[config.mk]
export PLATFORM = sky130hd
export DESIGN_NAME = lines_debounced
export DESIGN_NICKNAME = d
export VERILOG_FILES = /design/src/rtl/lines_pkg.sv /design/src/rtl/lines_debounce_ch.sv /design/src/rtl/lines_debounced.sv
export SDC_FILE = /design/constraint.sdc
export NUM_CORES = 1
export LEC_CHECK = 0
export ABC_AREA = 1
export CAP_MARGIN = 20
export CORE_MARGIN = 2
export CORE_UTILIZATION = 49
export DETAILED_ROUTE_END_ITERATION = 10
export DONT_BUFFER_PORTS = 1
export PLACE_DENSITY_LB_ADDON = 0.2
export SYNTH_ARGS = -nofsm -noshare
export SYNTH_HDL_FRONTEND = slang
export SYNTH_SLANG_ARGS = --single-unit
[constraint.sdc]
create_clock -name clk -period 3.1 [get_ports clk]
set_input_delay 0.62 -clock clk [delete_from_list [all_inputs] [get_ports clk]]
set_output_delay 0.62 -clock clk [all_outputs]
set_load 0.02 [all_outputs]
[src/rtl/lines_pkg.sv]
// lines_pkg
// Shared constants and helpers for the debounced BCD line front end.
//   LINES_*        : default parameter values for lines_debounced
//   lines_cnt_width: width of the per-channel stability counter

package lines_pkg;

    localparam int LINES_WIDTH         = 4;
    localparam int LINES_CHANNELS      = 4;
    localparam int LINES_MAX_VAL       = 9;
    localparam int LINES_SYNC_STAGES   = 2;
    localparam int LINES_STABLE_CYCLES = 16;

    // Counter must hold STABLE_CYCLES-1.
    // It stays at least one bit wide even when STABLE_CYCLES is 1.
    function automatic int lines_cnt_width(input int n);
        return (n <= 1) ? 1 : $clog2(n);
    endfunction

endpackage : lines_pkg

[src/rtl/lines_debounce_ch.sv]
// lines_debounce_ch
// One channel: input synchroniser, whole-vector debouncer, commit register,
// change strobe and out-of-range flag.
//   clk       : system clock
//   rst_n     : asynchronous active-low reset
//   din_i     : raw asynchronous lines for this digit
//   hold_i    : freeze dout_o/err_o (synchronous)
//   dout_o    : committed debounced value (registered)
//   changed_o : one-cycle pulse when dout_o takes a new value
//   err_o     : committed value > MAX_VAL (registered)

module lines_debounce_ch
    import lines_pkg::*;
#(
    parameter int WIDTH         = LINES_WIDTH,
    parameter int SYNC_STAGES   = LINES_SYNC_STAGES,
    parameter int STABLE_CYCLES = LINES_STABLE_CYCLES,
    parameter int MAX_VAL       = LINES_MAX_VAL
) (
    input  logic             clk,
    input  logic             rst_n,
    input  logic [WIDTH-1:0] din_i,
    input  logic             hold_i,
    output logic [WIDTH-1:0] dout_o,
    output logic             changed_o,
    output logic             err_o
);

    localparam int CW = lines_cnt_width(STABLE_CYCLES);
    localparam logic [CW-1:0] CNT_MAX = CW'(STABLE_CYCLES - 1);
    localparam int unsigned MAX_U = MAX_VAL;

    logic [WIDTH-1:0] sync_q [SYNC_STAGES];
    logic [WIDTH-1:0] s;

    logic [WIDTH-1:0] cand_q, cand_d;
    logic [CW-1:0]    cnt_q, cnt_d;
    logic [WIDTH-1:0] dout_q, dout_d;
    logic             changed_q, changed_d;
    logic             err_q, err_d;
    logic             commit;

    // Synchroniser chain. Stage 0 samples the raw asynchronous lines.
    always_ff @(posedge clk or negedge rst_n) begin
        if (!rst_n) begin
            for (int k = 0; k < SYNC_STAGES; k++) begin
                sync_q[k] <= '0;
            end
        end else begin
            sync_q[0] <= din_i;
            for (int k = 1; k < SYNC_STAGES; k++) begin
                sync_q[k] <= sync_q[k-1];
            end
        end
    end

    assign s = sync_q[SYNC_STAGES-1];

    // The commit decision uses the current (pre-edge) counter and candidate.
    // A bounce arriving on this edge (s != cand) therefore blocks the commit.
    assign commit = (cnt_q == CNT_MAX) && (s == cand_q) &&
                    (cand_q != dout_q) && !hold_i;

    always_comb begin
        cand_d    = cand_q;
        cnt_d     = cnt_q;
        dout_d    = dout_q;
        err_d     = err_q;
        changed_d = 1'b0;

        if (s != cand_q) begin
            cand_d = s;
            cnt_d  = '0;
        end else if (cnt_q < CNT_MAX) begin
            cnt_d = cnt_q + 1'b1;
        end

        if (commit) begin
            dout_d    = cand_q;
            changed_d = 1'b1;
            err_d     = (32'(cand_q) > MAX_U);
        end
    end

    always_ff @(posedge clk or negedge rst_n) begin
        if (!rst_n) begin
            cand_q    <= '0;
            cnt_q     <= '0;
            dout_q    <= '0;
            changed_q <= 1'b0;
            err_q     <= 1'b0;
        end else begin
            cand_q    <= cand_d;
            cnt_q     <= cnt_d;
            dout_q    <= dout_d;
            changed_q <= changed_d;
            err_q     <= err_d;
        end
    end

    assign dout_o    = dout_q;
    assign changed_o = changed_q;
    assign err_o     = err_q;

endmodule : lines_debounce_ch

[src/rtl/lines_debounced.sv]
// lines_debounced
// CHANNELS independent debounced BCD digit groups feeding the 7-segment decoders.
//   clk     : system clock
//   rst_n   : asynchronous active-low reset
//   din     : raw lines, channel i = din[i*WIDTH +: WIDTH]
//   hold    : per-channel freeze of dout/err
//   dout    : committed debounced value per channel
//   changed : per-channel one-cycle pulse on a new committed value
//   err     : per-channel committed value > MAX_VAL

module lines_debounced
    import lines_pkg::*;
#(
    parameter int WIDTH         = LINES_WIDTH,
    parameter int CHANNELS      = LINES_CHANNELS,
    parameter int SYNC_STAGES   = LINES_SYNC_STAGES,
    parameter int STABLE_CYCLES = LINES_STABLE_CYCLES,
    parameter int MAX_VAL       = LINES_MAX_VAL
) (
    input  logic                      clk,
    input  logic                      rst_n,
    input  logic [CHANNELS*WIDTH-1:0] din,
    input  logic [CHANNELS-1:0]       hold,
    output logic [CHANNELS*WIDTH-1:0] dout,
    output logic [CHANNELS-1:0]       changed,
    output logic [CHANNELS-1:0]       err
);

    for (genvar gi = 0; gi < CHANNELS; gi++) begin : g_ch
        lines_debounce_ch #(
            .WIDTH        (WIDTH),
            .SYNC_STAGES  (SYNC_STAGES),
            .STABLE_CYCLES(STABLE_CYCLES),
            .MAX_VAL      (MAX_VAL)
        ) u_ch (
            .clk      (clk),
            .rst_n    (rst_n),
            .din_i    (din[gi*WIDTH +: WIDTH]),
            .hold_i   (hold[gi]),
            .dout_o   (dout[gi*WIDTH +: WIDTH]),
            .changed_o(changed[gi]),
            .err_o    (err[gi])
        );
    end

endmodule : lines_debounced

==> reports/summary.md <==
The cell area that synthesis handed to floorplanning was 0.00383 mm2. The run finished with clean final reports. The maximum level of the CTS H-tree is 3, and the number of synthesized register bits is 88.

Once layout is complete, the cells apart from fillers number 498. The number of sinks driven by the clock tree came out at 88. The count of nets after finishing was 417; the count of buffers from port buffering was 0.

The relative max-transition margin came out at 0.714. At the end of routability-driven placement, the weighted congestion stood at 0.808. The synthesized netlist cell count was 403. The via count of the first global-routing pass came out at 2,402.

The worst setup path is launched from a register. The analysis attributes to cell leakage a power of 2.04 nW. At the pin with the least slew margin, the transition time is 0.429 ns. The area of the die was 0.00853 mm2.

The worst path in the final design needs a cycle of 1.52 ns, including I/O delays and setup. The maximum VDD drop came out at 0.313 mV. The aggregate global-route resource usage is 0.156.

For the wire length after detailed routing, the log shows 5760 um. The fraction of final layout cells with drive strength greater than 1 was 0.164. Setup repair after global routing left no endpoint under its margin.

Library cell used as clock root buffer: sky130_fd_sc_hd__clkbuf_8. The number of antenna repair diodes is 0, and the net count after synthesis is 429. The pre-antenna-repair detailed-routing pass consisted of 4 iterations. First-pass GRT wire length: 10,600 um. The largest fanout on the critical path is 4. TritonCTS built the clock tree. The starting density of the core is 0.500. On the final layout, the worst clock skew is 0.00856 ns.

The power density normalized to cell area is 520 mW/mm2, and the wire length per cell is 11.6 um. The path class of the tightest hold or removal check is in -> async. Setup violations remaining at the end of the flow were counted as 0. The later pin in the worst-skew pair is clocked with a latency of 0.34 ns.

During I/O placement, the number of pins put on the boundary was 46. The data arrival time of the critical path was 0.90 ns. The final-report max-slew violation count came out at 0. In this run the post-CTS setup repair buffer count came out at 0. Max-cap violations in this run came to 0.

For this run, the number of Yosys warnings is 0. Entering global routing, the biggest net connects 89 pins. The category of the critical setup timing path was reg -> out. For this block, the via count after detailed routing is 2,392.

The tools report the number of placement rows as 32. End-of-flow core utilization: 0.532. The run gives 0.00765 mm2 as the area of the core.

The count of routing violations after the opening detailed-route iteration was 149; the sum of overflow across all layers after global routing was 0. Ranked by total cell area, the synthesized netlist is headed by sky130_fd_sc_hd__dfrtp_1 58%, sky130_fd_sc_hd__nand2_1 13%, sky130_fd_sc_hd__inv_1 4.3%, sky130_fd_sc_hd__nand4_1 3.4%, sky130_fd_sc_hd__xnor2_1 2.7%. The maximum root-to-sink buffer count was 2. The post-synthesis sequential area ratio is 0.576. The mean instance size in the synthesized netlist came out at 9.49 um2.

The area growth from synthesis to final layout was 6.31%; the hold violation count in the final report was 0. For the final routed database, the setup TNS stands at 0 ns. The required arrival time at the worst endpoint was 2.48 ns; the post-placement cell count was 481.

The detailed-route DRC error count is 0, and the initial antenna violation count is 0. After legalization and detailed placement, the total HPWL measured 4050 um. The cell accounting for the most synthesized area was sky130_fd_sc_hd__dfrtp_1. The sort of element at the end of the critical path was an output port.

The die boundary height works out to 92.4 um. Counting the buffers created by CTS gives 9. Static timing analysis puts the maximum clock frequency at 659 MHz. The post-route clock period utilization was 0.490; the die span in x was 92.4 um. The mean number of vias per cell works out to 4.80. The clock transition at the registers of the reported paths came out at 0.08 ns.

The count of different cell masters after synthesis was 21. The count of nets left with antenna violations once routing finished came out at 0. The area share of the largest cell type after synthesis works out to 0.576.
[Yosys cell counts]
| cell | number |
|---|---|
| sky130_fd_sc_hd__a21oi_1 | 7 |
| sky130_fd_sc_hd__a21oi_2 | 5 |
| sky130_fd_sc_hd__buf_4 | 8 |
| sky130_fd_sc_hd__clkbuf_1 | 16 |
| sky130_fd_sc_hd__dfrtp_1 | 88 |
| sky130_fd_sc_hd__ha_1 | 4 |
| sky130_fd_sc_hd__inv_1 | 44 |
| sky130_fd_sc_hd__inv_2 | 11 |
| sky130_fd_sc_hd__nand2_1 | 129 |
| sky130_fd_sc_hd__nand2_2 | 11 |
| sky130_fd_sc_hd__nand3_1 | 8 |
| sky130_fd_sc_hd__nand3_2 | 1 |
| sky130_fd_sc_hd__nand3_4 | 4 |
| sky130_fd_sc_hd__nand4_1 | 21 |
| sky130_fd_sc_hd__nor2_1 | 11 |
| sky130_fd_sc_hd__nor2_2 | 8 |
| sky130_fd_sc_hd__nor2_4 | 4 |
| sky130_fd_sc_hd__nor2_8 | 4 |
| sky130_fd_sc_hd__o21ai_0 | 4 |
| sky130_fd_sc_hd__o21bai_1 | 3 |
| sky130_fd_sc_hd__xnor2_1 | 12 |
[power by group]
part | internal (mW) | switching [mW]
clock network | 0.414 | 0.388
registers | 1.18 | 0.0246
logic | 0.0348 | 0.0723
total | 1.63 | 0.484
[registers in the layout, indices dropped and copies added, names as in the netlist]
signal / flops
g_ch.u_ch.s: 16
g_ch.u_ch.cnt_q: 16
g_ch.u_ch.err_o: 4
g_ch.u_ch.dout_o: 16
g_ch.u_ch.cand_q: 16
g_ch.u_ch.sync_q: 16
g_ch.u_ch.changed_o: 4
[cell families after synthesis]
family	count (synthesis)	share of synthesized area
AND/OR/NAND/NOR	201	0.267
flip-flops	88	0.576
buffers and inverters	79	0.0854
AO/OA/AOI/OAI	19	0.0317
XOR/XNOR	12	0.0275
adder cells (fa/ha/maj)	4	0.0131
[cell usage in the layout, fill, tap and decap left out]
cell | Yosys | final
sky130_fd_sc_hd__o21bai_1 | 3 | 3
sky130_fd_sc_hd__dfrtp_1 | 88 | 88
sky130_fd_sc_hd__a21oi_1 | 7 | 7
sky130_fd_sc_hd__nor2_2 | 8 | 8
sky130_fd_sc_hd__nand4_1 | 21 | 21
sky130_fd_sc_hd__clkinv_2 | 0 | 2
sky130_fd_sc_hd__nor2_8 | 4 | 4
sky130_fd_sc_hd__inv_2 | 11 | 11
sky130_fd_sc_hd__clkinvlp_4 | 0 | 2
sky130_fd_sc_hd__a21oi_2 | 5 | 5
sky130_fd_sc_hd__nand2_1 | 129 | 129
sky130_fd_sc_hd__nand3_2 | 1 | 1
sky130_fd_sc_hd__nand2_2 | 11 | 11
sky130_fd_sc_hd__o21ai_0 | 4 | 4
sky130_fd_sc_hd__nand3_4 | 4 | 4
sky130_fd_sc_hd__xnor2_1 | 12 | 12
sky130_fd_sc_hd__ha_1 | 4 | 4
sky130_fd_sc_hd__bufinv_16 | 0 | 1
sky130_fd_sc_hd__inv_1 | 44 | 44
sky130_fd_sc_hd__nor2_1 | 11 | 11
sky130_fd_sc_hd__nand3_1 | 8 | 8
sky130_fd_sc_hd__buf_16 | 0 | 1
sky130_fd_sc_hd__nor2_4 | 4 | 4
sky130_fd_sc_hd__clkbuf_8 | 0 | 11
[path summary, 6_finish.rpt]
check	start	endpoint	slack [ns]	cells after the start
max	g_ch[0].u_ch.dout_o[1]	dout[1]	1.58	0
min	rst_n	g_ch[0].u_ch.cand_q[0]	0.15	1
max reg2reg	g_ch[2].u_ch.cnt_q[0]	g_ch[2].u_ch.dout_o[1]	1.71	8
min reg2reg	g_ch[0].u_ch.sync_q[6]	g_ch[0].u_ch.s[2]	0.35	0
max in group asynchronous	rst_n	g_ch[1].u_ch.dout_o[2]	2.58	1
min in group clk	din[8]	g_ch[2].u_ch.sync_q[4]	0.29	0
[cell type report]
class	instances	area (um2)
Multi-Input combinational cell	236	1300
Sequential cell	88	2200
Fill cell	673	3580
Inverter	55	206
Timing Repair Buffer	1	27.5
Clock buffer	11	151
Tap cell	102	128
Clock inverter	5	55.1
[stage by stage]
| step | total power, mW | area, um2 | hold WS [ns] | setup WS, ns |
|---|---|---|---|---|
| after floorplan | 1.30 | 3830 | 0.324 | 1.86 |
| after global placement | 1.31 | 3830 | 0.326 | 1.74 |
| after detailed placement | 1.31 | 3830 | 0.326 | 1.70 |
| after CTS | 2.16 | 4070 | 0.176 | 1.55 |
| after global routing | 2.21 | 4070 | 0.199 | 1.51 |
| final | 2.11 | 4070 | 0.151 | 1.58 |
[what timing repair did]
action | 4_1_cts | 5_1_grt
hold buffers | 1 | 0
endpoints found under the hold margin | 88 | 0
gates resized for setup | 0 | 0
[routing by layer]
metal,track usage,vias up,share of wire
li1,-,1204,-
met1,0.195,1140,0.45
met2,0.254,37,0.48
met3,0.0415,11,0.045
met4,0.0746,0,0.021
met5,0,-,0
No activity file was read; power rests on OpenSTA's default activity.
